--- config.mk ---
export PLATFORM = sky130hd
export DESIGN_NAME = sine_sample_gen
export DESIGN_NICKNAME = d
export VERILOG_FILES = /design/src/rtl/sine_pkg.sv /design/src/rtl/sine_quarter_lut.sv /design/src/rtl/sine_sample_gen.sv
export SDC_FILE = /design/constraint.sdc
export NUM_CORES = 1
export LEC_CHECK = 0
export CORE_ASPECT_RATIO = 0.8
export CORE_UTILIZATION = 55
export DETAILED_ROUTE_END_ITERATION = 7
export GPL_TIMING_DRIVEN = 0
export PLACE_DENSITY = 0.76
export SLEW_MARGIN = 20
export SYNTH_ARGS = -nofsm -noshare
export SYNTH_HDL_FRONTEND = slang
export SYNTH_HIERARCHICAL = 1
export SYNTH_SLANG_ARGS = --single-unit
--- constraint.sdc ---
create_clock -name clk -period 4.95 [get_ports clk]
set_clock_uncertainty 0.05 [all_clocks]
set_input_delay 0.99 -clock clk [delete_from_list [all_inputs] [get_ports clk]]
set_output_delay 0.99 -clock clk [all_outputs]
set_load 0.01 [all_outputs]
--- src/rtl/sine_pkg.sv ---
// Shared constants and state encoding for the sine sample generator and its LUT.
package sine_pkg;

    localparam int DATA_W       = 10;
    localparam int MID          = 512;
    localparam int AMP_W        = 9;
    localparam int PRIME_CYCLES = 3;

    typedef enum logic [1:0] {
        IDLE,
        PRIME,
        RUN
    } state_t;

endpackage

--- src/rtl/sine_quarter_lut.sv ---
// Quarter-wave sine amplitude ROM with a registered read port (one cycle latency).
// Entry k holds round(511*sin(pi/2*(k+0.5)/64)), so the table never reaches zero.
module sine_quarter_lut
    import sine_pkg::*;
#(
    parameter int LUT_ADDR_W = 6
) (
    input  logic                  i_clk,
    input  logic                  i_rst_n,
    input  logic [LUT_ADDR_W-1:0] i_addr,
    output logic [AMP_W-1:0]      o_amp
);

    localparam logic [AMP_W-1:0] ROM [64] = '{
          6,  19,  31,  44,  56,  69,  81,  94,
        106, 118, 130, 142, 154, 166, 178, 190,
        201, 213, 224, 235, 246, 257, 268, 279,
        289, 299, 309, 319, 329, 338, 348, 357,
        366, 374, 383, 391, 399, 407, 414, 421,
        428, 435, 441, 448, 454, 459, 465, 470,
        474, 479, 483, 487, 491, 494, 497, 500,
        502, 505, 506, 508, 509, 510, 511, 511
    };

    always_ff @(posedge i_clk or negedge i_rst_n) begin
        if (!i_rst_n) begin
            o_amp <= '0;
        end else begin
            o_amp <= ROM[i_addr];
        end
    end

endmodule

--- src/rtl/sine_sample_gen.sv ---
// Phase-accumulator sine source feeding the PWM stage; each sample is held for
// exactly one PWM period so the duty value only changes at the counter wrap.
module sine_sample_gen #(
    parameter int DATA_W     = 10,
    parameter int PHASE_W    = 16,
    parameter int LUT_ADDR_W = 6,
    parameter int PERIOD_W   = 10
) (
    input  logic               clk,
    input  logic               reset,
    input  logic               enable,
    input  logic [PHASE_W-1:0] tune_word,
    output logic [DATA_W-1:0]  out_val,
    output logic               valid,
    output logic               sample_strobe
);
    import sine_pkg::*;

    localparam int                SEL_W      = LUT_ADDR_W + 2;
    localparam logic [DATA_W-1:0] MID_HI     = DATA_W'(MID);
    localparam logic [DATA_W-1:0] MID_LO     = DATA_W'(MID - 1);
    localparam logic [1:0]        PRIME_LAST = 2'(PRIME_CYCLES - 1);

    state_t                r_state;
    logic [1:0]            r_primeCnt;
    logic [PERIOD_W-1:0]   r_pcnt;
    logic [PHASE_W-1:0]    r_phaseAcc;
    logic [LUT_ADDR_W-1:0] r_lutAddr;
    logic                  r_negS1;
    logic                  r_negS2;
    logic [DATA_W-1:0]     r_nextSample;

    logic [PHASE_W-1:0]    w_nextPhase;
    logic                  w_wrap;
    logic                  w_primeDone;
    logic                  w_advance;
    logic                  w_launch;
    logic [SEL_W-1:0]      w_launchSel;
    logic [1:0]            w_quad;
    logic [LUT_ADDR_W-1:0] w_index;
    logic [LUT_ADDR_W-1:0] w_lutAddr;
    logic [AMP_W-1:0]      w_amp;
    logic [DATA_W-1:0]     w_ampExt;

    assign w_nextPhase = r_phaseAcc + tune_word;
    assign w_wrap      = (r_state == RUN) && (r_pcnt == '1);
    assign w_primeDone = (r_state == PRIME) && (r_primeCnt == PRIME_LAST);
    assign w_advance   = enable && (w_wrap || w_primeDone);
    assign w_launch    = w_advance || (enable && (r_state == IDLE));

    // A strobe edge launches the phase it is storing, so the pipeline always
    // works one sample ahead of out_val.
    assign w_launchSel = w_advance ? w_nextPhase[PHASE_W-1 -: SEL_W]
                                   : r_phaseAcc[PHASE_W-1 -: SEL_W];
    assign w_quad      = w_launchSel[SEL_W-1 -: 2];
    assign w_index     = w_launchSel[LUT_ADDR_W-1:0];
    assign w_lutAddr   = w_quad[0] ? ~w_index : w_index;
    assign w_ampExt    = DATA_W'(w_amp);

    sine_quarter_lut #(
        .LUT_ADDR_W (LUT_ADDR_W)
    ) u_lut (
        .i_clk   (clk),
        .i_rst_n (reset),
        .i_addr  (r_lutAddr),
        .o_amp   (w_amp)
    );

    // Stage 1 holds the launched address until the next launch, so the result
    // settles in r_nextSample two edges later and stays put for the period.
    always_ff @(posedge clk or negedge reset) begin
        if (!reset) begin
            r_lutAddr    <= '0;
            r_negS1      <= 1'b0;
            r_negS2      <= 1'b0;
            r_nextSample <= '0;
        end else begin
            if (w_launch) begin
                r_lutAddr <= w_lutAddr;
                r_negS1   <= w_quad[1];
            end
            r_negS2      <= r_negS1;
            r_nextSample <= r_negS2 ? (MID_LO - w_ampExt) : (MID_HI + w_ampExt);
        end
    end

    always_ff @(posedge clk or negedge reset) begin
        if (!reset) begin
            r_state       <= IDLE;
            r_primeCnt    <= '0;
            r_pcnt        <= '0;
            r_phaseAcc    <= '0;
            out_val       <= MID_HI;
            valid         <= 1'b0;
            sample_strobe <= 1'b0;
        end else begin
            sample_strobe <= 1'b0;
            if (!enable) begin
                r_state    <= IDLE;
                r_primeCnt <= '0;
                r_pcnt     <= '0;
                valid      <= 1'b0;
            end else begin
                case (r_state)
                    IDLE: begin
                        r_state    <= PRIME;
                        r_primeCnt <= '0;
                    end
                    PRIME: begin
                        if (r_primeCnt == PRIME_LAST) begin
                            r_state       <= RUN;
                            r_pcnt        <= '0;
                            r_phaseAcc    <= w_nextPhase;
                            out_val       <= r_nextSample;
                            valid         <= 1'b1;
                            sample_strobe <= 1'b1;
                        end else begin
                            r_primeCnt <= r_primeCnt + 2'd1;
                        end
                    end
                    RUN: begin
                        r_pcnt <= r_pcnt + 1'b1;
                        if (w_wrap) begin
                            r_phaseAcc    <= w_nextPhase;
                            out_val       <= r_nextSample;
                            sample_strobe <= 1'b1;
                        end
                    end
                    default: begin
                        r_state <= IDLE;
                        valid   <= 1'b0;
                    end
                endcase
            end
        end
    end

endmodule
==> results by group <==
Run status
  – Outcome: complete, no violations

Die
  – Core ar.: 7910 um^2
  – Die height: 82.7 um
  – Die Span X: 103 um
  – Die area: 8500 um^2
  – Rows: 29
  – Starting density of the core: 56.5%
  – IO Count: 31

STA
  – Relative slew margins: 54.2%
  – Slew Viols, Final: 0
  – TNS Setup: 0 ps
  – Measured slew at the worst slew-check pin: 682 ps
  – Hold Vio Cnt, Final: 0
  – FMAX: 295 MHz
  – RSZ-0062 raised after global routing: no
  – Final Critical Period: 3390 ps
  – Final period util: 68.5%
  – Final setup violation count: 0

Power
  – Overall power: 3.44 mW
  – PD cells: 668 nW/um^2
  – Maximum VDD drop: 0.000312 V
  – P_leak: 2.23 nW

Route
  – Iteration-0 DRC Markers: 281
  – Via-to-Cell Ratio: 5.77
  – First drt pass iteration count: 5
  – Vias post-DR: 3,592
  – Drt total wl: 9910 um
  – Wire length per cell: 15.9 um
  – DRT antenna net count: 0
  – DRC: 0

Final layout
  – Nets: 563
  – Area grow syn2layout: 15.2%
  – Commonest non-fill, non-tap cell in the layout: dfrtp_1
  – Final cell count without fillers: 623
  – Share of cells above drive strength 1: 12.6%
  – Fill count: 663
  – Most frequent cells in the layout: 68 x dfrtp_1, 48 x nand2_1, 39 x o21ai_0, 33 x nor2_1, 33 x ha_1
  – Diodes inserted: 0

Synth
  – Synth Area per Inst: 9.56 um^2
  – Seq cells post-synth: 69
  – Number of synthesized flops with an enable pin: 0
  – Cell taking the most area after synthesis: dfrtp_1
  – Cell count after synthesis: 468
  – Top FF cell, synth: dfrtp_1
  – Ranking of synthesized cells by area: dfrtp_1 38%, ha_1 9.2%, xor2_1 4.7%
  – Syn. warnings: 6
  – Post-synthesis sequential area ratio: 38.6%
  – Top-area cell type share of the netlist area: 38.1%
  – Yosys cell types: 68
  – Syn_nets: 521
  – Post-Syn Area: 4470 um^2
  – FFs w/ async S/R, synth: 100%

Global route
  – GRT overflow: 0
  – GRT Util Overall: 25.7%
  – First-pass GRT wire length: 16,400 um
  – Vias in the first global route: 3,484
  – Pin count of the biggest net entering global routing: 43
  – Initial antenna violation count: 1

Clock tree
  – Clk slew on worst S/H paths: 80 ps
  – Hold-fix buffers at CTS: 0
  – Clk root buf: clkbuf_8
  – Clk buf depth: 2
  – Worst-skew pair later-pin latency: 360 ps
  – # clock sinks: 69
  – Setup Fix Bufs, Post-CTS: 0
  – Post-CTS Resized: 0
  – H-tree Lvls: 3
  – CTS tree: built
  – Cts bufs inserted: 9

Place
  – Port buffer count: 30
  – Placer Congestion: 0.932
  – Post-DP HPWL: 7220 um
  – Post-Place Cells: 607

Worst setup path
  – R2r setup slk: 2240 ps
  – Crit Path Class: primary input to register
  – Worst R2R Start: r_phaseAcc[0]
  – R2R cell count: 10
  – Critical Path AT: 3560 ps
  – Nature of the critical path endpoint: register
  – Reg2reg end: r_lutAddr[2]
  – Worst Path Max Fanout: 7
  – Startpoint types: primary input
  – CP required: 5110 ps

Worst hold path
  – Worst Hold End: r_negS2
  – Hold Path Depth: 0
  – Worst Hold Class: register to register
  – HP Start: r_negS1

Flow run
  – Max-Cap Viols: 0
-- worst max-delay path by stage --
stage | start | to
final | tune_word[0] | r_lutAddr[2]
after global routing | tune_word[0] | r_lutAddr[2]
after CTS | tune_word[0] | r_lutAddr[2]
after detailed placement | tune_word[0] | r_lutAddr[2]
after global placement | reset | u_lut/o_amp[0]
after floorplan | tune_word[0] | r_lutAddr[2]
-- area by class of cell --
cell class	instances	area [um^2]	area share, %
Buffer	22	129	2.50
Clock buffer	9	124	2.40
Timing Repair Buffer	31	318	6.17
Sequential cell	69	1730	33.5
Tap cell	108	135	2.62
Multi-Input combinational cell	360	2550	49.5
Inverter	17	63.8	1.24
Clock inverter	7	104	2.02
-- report_power, final --
group | switching, mW | internal, mW
Clock | 0.240 | 0.292
Sequential | 0.156 | 0.800
Combinational | 1.09 | 0.862
-- Yosys cell counts (4+ instances only) --
library cell,n
o21ai_0,39
nor2_1,33
a21o_1,4
a21boi_0,4
o21ai_1,14
nand2b_1,5
nor2b_1,7
xor2_1,24
nand4_1,4
nand3_1,11
o31ai_1,5
ha_1,33
xnor2_1,19
nand2_1,48
dfrtp_1,68
a211oi_1,7
clkbuf_1,8
mux2_2,14
buf_6,4
a21oi_1,23
inv_1,14
nor3_1,5
buf_2,7
-- logic make-up (layout without fill, tap and decap cells) --
kind of cell	count (synthesis)	count (layout)	share of synthesized area (%)
compound gates	133	133	19.7
simple gates	130	130	13.6
flops	69	69	38.6
xor+xnor	45	45	9.40
buf+inv	39	86	4.31
fa+ha+maj	34	34	9.68
mux	18	18	4.70
-- flip-flops by register name, indices dropped and copies added (netlist names), 2 cells and up --
register / count
r_state: 2
r_primeCnt: 2
r_phaseAcc: 16
u_lut/o_amp: 9
r_lutAddr: 6
out_val: 10
r_pcnt: 10
r_nextSample: 10
-- layer usage --
| metal | track usage (%) | routed length [um] | share of wire (%) | vias up |
|---|---|---|---|---|
| met1 | 34.6 | 4680 | 47 | 1712 |
| met4 | 7.89 | 87 | 0.88 | 2 |
| met2 | 40.9 | 4540 | 46 | 117 |
| li1 | - | - | - | 1746 |
| met5 | 0 | 13 | 0.13 | - |
| met3 | 6.73 | 594 | 6.0 | 15 |
-- stage by stage --
step           worst slack (ps)  hold slack, ps  area [um^2]  utilization [%]
2_1_floorplan              1920             304         4470                -
3_3_place_gp                578             320         4910             62.0
3_5_place_dp               1180             316         4920             62.3
4_1_cts                    1550             333         5150             65.1
5_1_grt                    1380             348         5150             65.1
6_report                   1560             335         5150             65.1
-- worst max-delay path, stage by stage --
cell             delay (ps)
clkdlybuf4s50_1         400
ha_1                    230
fa_1                    430
a21oi_1                 230
o21ai_1                 170
o211ai_2                180
nand3_2                 110
a21oi_4                 210
xor2_4                  330
xor2_1                  190
o21ai_1                  80
No activity file was read; power rests on OpenSTA's default activity.
==> RTL change 1, RTL diff (config.mk and constraints unchanged) <==
Make the reset (`i_rst_n` and `reset`) synchronous in 3 clocked blocks.
--- a/src/rtl/sine_quarter_lut.sv
+++ b/src/rtl/sine_quarter_lut.sv
@@ -24,3 +24,3 @@
 
-    always_ff @(posedge i_clk or negedge i_rst_n) begin
+    always_ff @(posedge i_clk) begin
         if (!i_rst_n) begin
--- a/src/rtl/sine_sample_gen.sv
+++ b/src/rtl/sine_sample_gen.sv
@@ -70,3 +70,3 @@
     // settles in r_nextSample two edges later and stays put for the period.
-    always_ff @(posedge clk or negedge reset) begin
+    always_ff @(posedge clk) begin
         if (!reset) begin
@@ -86,3 +86,3 @@
 
-    always_ff @(posedge clk or negedge reset) begin
+    always_ff @(posedge clk) begin
         if (!reset) begin
Check against the original RTL: differs if reset is asserted again (counterexample within 10 cycles, from zero or initial values and one cycle with reset low); with reset held inactive, the same outputs for 10 cycles.
==> RTL change 1 against the unedited design <==
Largest cell class unchanged. Worst setup slack worse by 190 ps. Area after synthesis down 0.22%. Highest routed layer is now met4. First-iteration DRC count down 5.7%. Sequential cell count unchanged. Final area down 0.66%. Register-to-register slack worse by 280 ps. Wire length up 8.2%. Count of clock-buffer cells in the layout unchanged.
Power is not compared: it rests on default switching activity, and its combinational part moved more than twofold at a synthesized area within 25%.
==> RTL change 1: results (changes against the unedited design) <==
- Outcome: complete, no violations
- First-pass GRT wire length: 17.45 mm (+6.1%)
- Port Buffers: 29 (-3.3%)
- HP Start: r_nextSample[5]
- Routability cong.: 0.9371 (+0.59%)
- Pre-CTS WS: 1042 ps (-134.2 ps)
- Placed cells: 688 (+13%)
- Fill count: 664 (+0.15%)
- RR Startpoint: r_state[1]
- Tcrit/Tclk final: 72.44% (+3.9 points)
- Post-synth cell types: 66 (-2.9%)
- Clock latency at the later pin of the worst-skew pair: 340 ps (-20 ps)
- Total Wirelength: 10.72 mm (+8.2%)
- Async S/R FF share, synth: 0% (-100 points)
- Fraction of layout cells with a size suffix above 1: 7.191% (-5.4 points)
- Met3 WL: 814 um (+37%)
- Synth cell count leaders: 76 x nand2_1, 69 x dfxtp_1, 38 x nor2_1
- Sequential area share after synthesis: 30.96% (-7.7 points)
- HPWL after DPL: 7.906 mm (+9.5%)
- Arrival time at the worst endpoint: 3750 ps (+190 ps)
- Crit path capture: r_lutAddr[0]
- Largest net degree at the start of global routing: 13 (-70%)
- Post-CTS sizing: 0 (unchanged)
- Met3 usage: 5.471% (-1.3 points)
- Met1 usage: 36.30% (+1.7 points)
- GR Util met2: 42.87% (+1.9 points)
- Met1 wire length: 5.129 mm (+9.5%)
- Vias in the first global route: 3670 (+5.3%)
- Overall Global Routing Usage: 26.67% (+0.93 points)
- Final hold slack: 395.3 ps (+60.21 ps)
- Reg-to-reg setup timing slack: 1960 ps (-280 ps)
- Initial DRC Count: 265 (-5.7%)
- Synth area leader: dfxtp_1
- DP Area: 4883 sq um (-0.84%)
- Syn Nets: 606 (+16%)
- WHS Endpoint: out_val[5]
- WL met2: 4.714 mm (+3.9%)
- Non-Filler Instances: 703 (+13%)
- Worst hold stages: 2 (+2)
- CP max stage delay: 410 ps (-20 ps)
- Max layer used: met4
- Post-Syn Instances: 554 (+18%)
- Slew @ Worst Pin: 840.9 ps (+158.7 ps)
- Routed via count: 4088 (+14%)
- Reg2reg end: r_phaseAcc[10]
RTL change 1: cell type report:
type                    instances  share of cell area [%]
plain buffers                  33                   3.202
clock buffers                   9                   2.420
clock inverters                 6                   2.176
inverters                      18                   1.320
multi-input cells             434                   55.66
flip-flops and latches         69                   26.99
well taps                     105                   2.567
repair buffers                 29                   5.671
RTL change 1: cells by family (layout without fill, tap and decap cells):
logic type                 count (synthesis)  after routing  share of synthesized area [%]
buffers and inverters                     51             95                          5.188
xor gates and xnor gates                  37             37                          7.263
and+or+nand+nor                          216            216                          23.22
DFF                                       69             69                          30.96
muxes                                      7              7                          1.907
AOI/OAI and AO/OA                        141            141                          22.04
adders and majority gates                 33             33                          9.422
RTL change 1: power groups by stage:
stage	sequential, uW	clock, uW	combinational, uW
floorplan	601	0	155
global placement	605	0	212
detailed placement	606	0	215
CTS	593	558	217
global route	595	578	244
finish	593	552	220
==> RTL change 2, RTL diff (same settings) <==
Made on the original files. `AMP_W`: 9 -> 18.
--- a/src/rtl/sine_pkg.sv
+++ b/src/rtl/sine_pkg.sv
@@ -5,3 +5,3 @@
     localparam int MID          = 512;
-    localparam int AMP_W        = 9;
+    localparam int AMP_W        = 18;
     localparam int PRIME_CYCLES = 3;
Behaviour: same outputs for any inputs over 10 cycles, from zero or initial values and one cycle with reset low; that may be too few to reach the edited logic, so the function may still have changed.
==> RTL change 2 against the unedited design <==
Total power grew 3.1%. Final area grew 1.9%. Sequential power grew 2%. Wire length shrank 4.0%. Die area grew 3.0%. Worst setup slack lost 42 ps. Global-route usage shrank 2.2 points. Sequential cell count is the same. Via count grew 1.8%. Area after synthesis grew 3.1%.
==> RTL change 2: results (changes against the unedited design) <==
- Peak VDD IR: 0.3616 mV (+16%)
- Leakage: 0.002226 uW (about the same)
- Overall Global Routing Usage: 23.55% (-2.2 points)
- Kind of cell adding the most delay to the critical path: compound AO/OA/AOI/OAI gates
- Fill count: 640 (-3.5%)
- HP Start: r_negS1
- Final setup fails: 0 (unchanged)
- Clk buf depth: 2 (unchanged)
- Post-CTS setup buffers: 0 (unchanged)
- Slowest cell on the critical path: a311oi_4
- Antenna violations before repair: 0 (-1)
- Clock Power Share: 11.8% (-3.6 points)
- Slew @ Worst Pin: 648.1 ps (-34.04 ps)
- Crit path capture: r_lutAddr[4]
- Fraction of layout cells with a size suffix above 1: 13.55% (+0.93 points)
- Vias in the first global route: 3488 (+0.11%)
- Pre-CTS WS: 1154 ps (-22.09 ps)
- CP Launch Point: tune_word[0]
- Largest net degree at the start of global routing: 41 (-4.7%)
- Internal power: 1994 uW (+2.1%)
- CP max stage delay: 480 ps (+50 ps)
- Initial DRC Count: 300 (+6.8%)
- Arrival time at the worst endpoint: 3600 ps (+40 ps)
- Syn Nets: 530 (+1.7%)
- Cts bufs inserted: 9 (unchanged)
- Largest register by flop count: r_phaseAcc
- Reg clk slew, reported paths: about 70 ps
- First-pass GRT wire length: 16.46 mm (+0.13%)
- NumNets Final: 572 (+1.6%)
- Total Wirelength: 9.516 mm (-4.0%)
- Depth of the worst register-to-register path: 9 (-1)
- RR Startpoint: r_phaseAcc[0]
- Antenna cells: 0 (unchanged)
- Worst hold stages: 0 (unchanged)
- Max FFs per register: 16 (unchanged)
- Routability cong.: 0.9594 (+3.0%)
- Outcome: complete, no violations
- Crit path max fanout: 7 (unchanged)
- Routed via count: 3655 (+1.8%)
- Comb power frac: 60.8% (+4.0 points)
- Reg-to-reg setup timing slack: 2190 ps (-50 ps)
- 1st-pass router iterations: 4 (-1)
- HPWL after DPL: 6.996 mm (-3.1%)
- Post-CTS sizing: 0 (unchanged)
==> RTL change 2: final cells by class <==
| type | count | area share (%) |
|---|---|---|
| multi-input cells | 368 | 51.16 |
| inverters | 18 | 1.335 |
| repair buffers | 31 | 6.055 |
| clock buffers | 10 | 2.622 |
| clock inverters | 6 | 0.9058 |
| flip-flops and latches | 69 | 32.92 |
| well taps | 108 | 2.575 |
| plain buffers | 22 | 2.431 |
==> RTL change 2: routing by layer <==
layer	wire length (um)	GRT usage (%)
met1	4675	33.32
met2	4249	36.06
met3	463	5.543
met4	127	6.364
met5	0	0
==> RTL change 2: through the flow <==
step                hold slack, ps  instance area, sq um  power, uW  instances
CTS                          341.6                  5249       3541        632
finish                       338.2                  5249       3552        632
global route                 349.7                  5249       3856        632
detailed placement           326.2                  5064       3107        616
global placement             325.2                  5046       3041        615
floorplan                    304.4                  4611       2606        477
